<file path="config.mk">
export PLATFORM = sky130hd
export DESIGN_NAME = irq_ctrl_multi
export DESIGN_NICKNAME = d
export VERILOG_FILES = /design/src/rtl/irq_ctrl_multi.sv
export SDC_FILE = /design/constraint.sdc
export NUM_CORES = 1
export LEC_CHECK = 0
export CORE_UTILIZATION = 47
export DETAILED_ROUTE_END_ITERATION = 10
export PLACE_DENSITY = 0.88
export SYNTH_ARGS = -nofsm -noshare
export SYNTH_HDL_FRONTEND = slang
export SYNTH_SLANG_ARGS = --single-unit
export TNS_END_PERCENT = 50
</file>
<file path="constraint.sdc">
create_clock -name i_clk -period 2.6 [get_ports i_clk]
set_input_delay 0.78 -clock i_clk [delete_from_list [all_inputs] [get_ports i_clk]]
set_output_delay 0.78 -clock i_clk [all_outputs]
set_load 0.01 [all_outputs]
</file>
<file path="src/rtl/irq_ctrl_multi.sv">
// irq_ctrl_multi: N-source interrupt controller feeding the cv32e40p irq vector, with edge/level modes and a config port.
// Optional IRQ_LOSTCNT_EN builds per-source saturating lost-edge counters at config addresses 8+k.
module irq_ctrl_multi #(
    parameter int NUM_SRC     = 8,
    parameter int IRQ_BASE    = 16,
    parameter int SYNC_STAGES = 2,
    parameter int TIMER_BIT   = 7
) (
    input  logic               i_clk,
    input  logic               i_rst_n,
    input  logic [NUM_SRC-1:0] i_irq,
    input  logic               i_irq_timer,
    output logic [31:0]        o_irq,
    input  logic               i_irq_ack,
    input  logic [4:0]         i_irq_id,
    input  logic               i_cfg_wren,
    input  logic               i_cfg_rden,
    input  logic [5:0]         i_cfg_addr,
    input  logic [31:0]        i_cfg_wdata,
    output logic               o_cfg_rvalid,
    output logic [31:0]        o_cfg_rdata
);
    localparam int N = NUM_SRC + 1;

    // The timer rides along as the top bit: enable forced on, mode forced edge.
    logic [N-1:0] raw, s, prev_q, pend_q, pend_d, ev, ack_hit, w1c, en_full, mode_full, hit;
    logic [NUM_SRC-1:0] en_q, en_d, mode_q, mode_d;
    logic [31:0] irq_q, irq_d, rdata_q, rdata_d, rd;
    logic rvalid_q, rvalid_d;
    logic unused_wdata;

    assign raw = {i_irq_timer, i_irq};
    assign unused_wdata = ^i_cfg_wdata;
    assign o_irq = irq_q;
    assign o_cfg_rdata = rdata_q;
    assign o_cfg_rvalid = rvalid_q;

    generate
        if (SYNC_STAGES == 0) begin : g_nosync
            assign s = raw;
        end else begin : g_sync
            logic [N-1:0] sync_q [SYNC_STAGES];
            always_ff @(posedge i_clk or negedge i_rst_n) begin
                if (!i_rst_n) begin
                    for (int i = 0; i < SYNC_STAGES; i++) sync_q[i] <= '0;
                end else begin
                    sync_q[0] <= raw;
                    for (int i = 1; i < SYNC_STAGES; i++) sync_q[i] <= sync_q[i-1];
                end
            end
            assign s = sync_q[SYNC_STAGES-1];
        end
    endgenerate

    always_comb begin
        en_full   = {1'b1, en_q};
        mode_full = {1'b0, mode_q};
        ev        = s & (~prev_q | mode_full);
        for (int k = 0; k < N; k++)
            ack_hit[k] = i_irq_ack && (i_irq_id == 5'(k == NUM_SRC ? TIMER_BIT : IRQ_BASE + k));
        w1c    = {1'b0, (i_cfg_wren && i_cfg_addr == 6'd2) ? i_cfg_wdata[NUM_SRC-1:0] : {NUM_SRC{1'b0}}};
        pend_d = (pend_q & ~(ack_hit | w1c)) | ev;
        // An event landing with its own ack keeps the output up rather than blinking it.
        hit   = en_full & ((pend_q & ~ack_hit) | (ev & ack_hit));
        irq_d = '0;
        for (int k = 0; k < NUM_SRC; k++) irq_d[IRQ_BASE+k] = hit[k];
        irq_d[TIMER_BIT] = hit[NUM_SRC];
        en_d   = (i_cfg_wren && i_cfg_addr == 6'd0) ? i_cfg_wdata[NUM_SRC-1:0] : en_q;
        mode_d = (i_cfg_wren && i_cfg_addr == 6'd1) ? i_cfg_wdata[NUM_SRC-1:0] : mode_q;
    end

`ifdef IRQ_LOSTCNT_EN
    logic [7:0] cnt_q [NUM_SRC];
    logic [7:0] cnt_d [NUM_SRC];

    always_comb begin
        for (int k = 0; k < NUM_SRC; k++)
            cnt_d[k] = (i_cfg_wren && i_cfg_addr == 6'(8 + k)) ? 8'd0 :
                       (ev[k] && !mode_q[k] && pend_q[k] && cnt_q[k] != 8'hff) ? cnt_q[k] + 8'd1 : cnt_q[k];
    end

    always_ff @(posedge i_clk or negedge i_rst_n) begin
        if (!i_rst_n) begin
            for (int k = 0; k < NUM_SRC; k++) cnt_q[k] <= '0;
        end else begin
            for (int k = 0; k < NUM_SRC; k++) cnt_q[k] <= cnt_d[k];
        end
    end
`endif

    always_comb begin
        rd = '0;
        rd[NUM_SRC-1:0] = (i_cfg_addr == 6'd0) ? en_q :
                          (i_cfg_addr == 6'd1) ? mode_q :
                          (i_cfg_addr == 6'd2) ? pend_q[NUM_SRC-1:0] :
                          (i_cfg_addr == 6'd3) ? s[NUM_SRC-1:0] : {NUM_SRC{1'b0}};
`ifdef IRQ_LOSTCNT_EN
        for (int k = 0; k < NUM_SRC; k++)
            if (i_cfg_addr == 6'(8 + k)) rd = {24'd0, cnt_q[k]};
`endif
        rdata_d  = i_cfg_rden ? rd : '0;
        rvalid_d = i_cfg_rden;
    end

    always_ff @(posedge i_clk or negedge i_rst_n) begin
        if (!i_rst_n) begin
            prev_q   <= '0;
            pend_q   <= '0;
            en_q     <= '1;
            mode_q   <= '0;
            irq_q    <= '0;
            rdata_q  <= '0;
            rvalid_q <= 1'b0;
        end else begin
            prev_q   <= s;
            pend_q   <= pend_d;
            en_q     <= en_d;
            mode_q   <= mode_d;
            irq_q    <= irq_d;
            rdata_q  <= rdata_d;
            rvalid_q <= rvalid_d;
        end
    end
endmodule

</file>
==> impl_metrics.py <==
metrics = {
    "synth": {
        "synth_adder_area_share_pct": 0,
        "synth_cell_types": 37,
        "synth_top_family_by_area": "buffers and inverters",
        "synth_compound_area_share_pct": 12.4,
        "synth-simple-area-share_pct": 8.19,
        "synth-edff-count": 0,
        "synth_most_common_cell": "dfrtp_1",
        "netlist.area_leader.share_pct": 49.1,
        "async_flop_share_pct": 100,
        "synth_top_flop_cell": "dfrtp_1",
        "yosysTopAreaCell": "dfrtp_1",
        "post_synth_inst_count": 255,
        "synth_xor_xnor_area_share_pct": 0,
        "synthesis.yosys.warnings": 0,
        "synth.cell_area_um2": 3160,
        "synth-seq-area-share_pct": 55.7,
        "synth.top_cells.by_count": "dfrtp_1, buf_4, inv_1",
        "synth.top_cells.by_area": "dfrtp_1, buf_4, dfstp_2",
        "syn_avg_cell_area_um2": 12.4,
        "synth.ff_latch_count": 70,
        "muxShareOfSynthArea_pct": 9.18,
    },
    "floorplanning": {
        "boundaryPins": 122,
        "design.die.area_um2": 7060,
        "core-area_um2": 6420,
        "die-height_um": 84.0,
        "fp-row-count": 29,
        "fp.dieW_um": 84.0,
        "start_util_pct": 49.2,
    },
    "timing": {
        "grt_setup_unrepaired": "no",
        "fin_setup_tns_ns": 0,
        "finalSetupViolCount": 0,
        "finalClockSkew_ns": 0.00621,
        "tightest_pin_transition_ns": 0.548,
        "slew_viol_final": 0,
        "max_transition_margin_pct": 63.0,
        "period_needed_ns": 2.45,
        "finalCritPeriodShare_pct": 94.2,
        "hold_viol_final": 0,
        "fmax_mhz": 408,
    },
    "clock_tree": {
        "clkLatencyLatePin_ns": 0.34,
        "cts_hold_buf": 0,
        "postCtsResizedCells": 0,
        "clock_tree_from_tritoncts": "done",
        "tritoncts_num_sinks": 70,
        "cts.clk_slew.worst_paths_ns": 0.07,
        "clock-root-buffer": "clkbuf_8",
        "cts_buffers": 9,
        "cts.repair_timing.setup_buffer_count": 0,
        "ctsHtreeMaxLevel": 3,
        "cts.path.max_buffers": 2,
    },
    "pwr": {
        "power_density_nw_per_um2": 593,
        "leakage_uw": 0.00184,
        "vdd_drop_max_mv": 0.293,
    },
    "route": {
        "drt_first_iter_violations": 130,
        "avgRoutedWirePerCell_um": 15.7,
        "drt-total-wl_um": 6420,
        "drt_drc_violations_left": 12,
        "route.detailed.vias_per_inst": 5.20,
        "drtAntennaViolNets": 0,
        "route.vias.total": 2132,
        "dr.pass1.iters": 7,
    },
    "setup_path": {
        "cp_cell_sequence": "clkdlybuf4s50_1, or4_4, or4_1, buf_4, mux2_4",
        "worst_setup_path_end_kind": "flip-flop",
        "crit_path_start_kind": "primary input",
        "critical_path_class": "primary input to flip-flop",
        "cp.buffers_inverters": 2,
        "cpMaxStageDelayCell": "or4_4",
        "worst-path-max-fanout": 8,
        "delay_of_the_slowest_cell_on_the_worst_path_ns": 0.59,
        "arr_time_crit_path_ns": 2.71,
        "worst-endpoint-required_ns": 2.86,
        "crit_family": "simple AND/OR/NAND/NOR gates",
    },
    "outcome": {
        "outcome": "finished with violations",
        "violations": "design-rule violations",
    },
    "global_routing": {
        "antenna_violations_before_repair": 0,
        "grt.overflow.total": 0,
        "grt_pass1_vias": 2125,
        "grt.total_usage_pct": 19.9,
        "grt_start_max_net_pins": 71,
        "grt_pass1_wl_um": 10500,
    },
    "place": {
        "finalWeightedCongestion": 0.931,
        "numPortBuffers": 50,
        "placed_cells": 394,
        "hpwl_um": 4480,
    },
    "finish": {
        "multi_input_area_um2": 1120,
        "seqCellArea_um2": 1760,
        "post_route_cells_drive_above_1_share_pct": 18.6,
        "fillCellCount": 506,
        "syn2layout_area_growth_pct": 22.9,
        "antenna_cells_inserted": 0,
        "finalNetCount": 385,
        "finalNonFillerCells": 410,
    },
    "hold_path": {
        "worstHoldPathType": "flip-flop to flip-flop",
    },
    "job": {
        "maxCapViolCount": 0,
    },
}
[kinds of logic (layout without fill, tap and decap cells)]
logic type      count (synthesis)  count (layout)
compound gates                 52              52
mux                            24              24
other cells                     1              47
flops                          70              70
buf+inv                        72             104
simple gates                   36              36
[report_power, final]
part,internal [µW],leakage (µW),switching [µW]
Sequential,1180,0.000824,46.7
Clock,368,0.0000861,387
Combinational,169,0.000934,153
[cell usage in the layout (no fill, tap or decap), drive strengths merged, types with 12 or more instances in the layout]
master	n
clkdlybuf4s50	49
conb	47
mux2	16
buf	22
clkbuf	12
inv	16
o21ai	15
dfrtp	62
[flip-flops by register name (all words and copies together) (netlist names)]
| signal | flops |
|---|---|
| g_sync.sync_q | 9 |
| mode_q | 8 |
| pend_q | 9 |
| o_irq | 9 |
| s | 9 |
| en_q | 8 |
| prev_q | 9 |
| o_cfg_rdata | 8 |
| o_cfg_rvalid | 1 |
[final timing paths]
kind,start,to,slack [ns],cells after the start
worst max-delay path,i_cfg_addr[3],en_q[0],0.15,5
worst min-delay path,g_sync.sync_q[15],s[6],0.35,0
worst max register to register,prev_q[7],o_irq[23],1.34,3
worst min register to register,g_sync.sync_q[15],s[6],0.35,0
max in group asynchronous,i_rst_n,en_q[7],1.81,2
min in group asynchronous,i_rst_n,prev_q[2],0.45,2
[layer usage]
metal	global-route usage [%]	wire length [µm]	part of all wire, %
met2	31.7	2990	47
met5	0	0	0
met4	8.78	162	2.5
met3	6.82	609	9.5
met1	24.6	2660	41
[final cells by class]
| class | instances | area share (%) |
|---|---|---|
| clock buffer | 12 | 3.74 |
| clock inverter | 4 | 0.580 |
| inverter | 17 | 1.64 |
| multi-input combinational | 159 | 28.7 |
| sequential | 70 | 45.4 |
| tap | 77 | 2.48 |
| timing repair buffer | 71 | 17.5 |
[metrics by stage]
stage | util (%) | total power [µW] | worst slack, ns | hold WS (ns) | instance area [µm²]
after floorplan | - | 1450 | 0.315 | 0.331 | 3330
after global placement | 57.9 | 1560 | -0.174 | 0.333 | 3720
after detailed placement | 57.9 | 1570 | -0.193 | 0.335 | 3720
after CTS | 60.5 | 2320 | 0.164 | 0.350 | 3880
after global routing | 60.5 | 2420 | 0.122 | 0.358 | 3880
final | 60.5 | 2300 | 0.151 | 0.346 | 3880
Note: power is estimated with default switching activity, not from simulation.
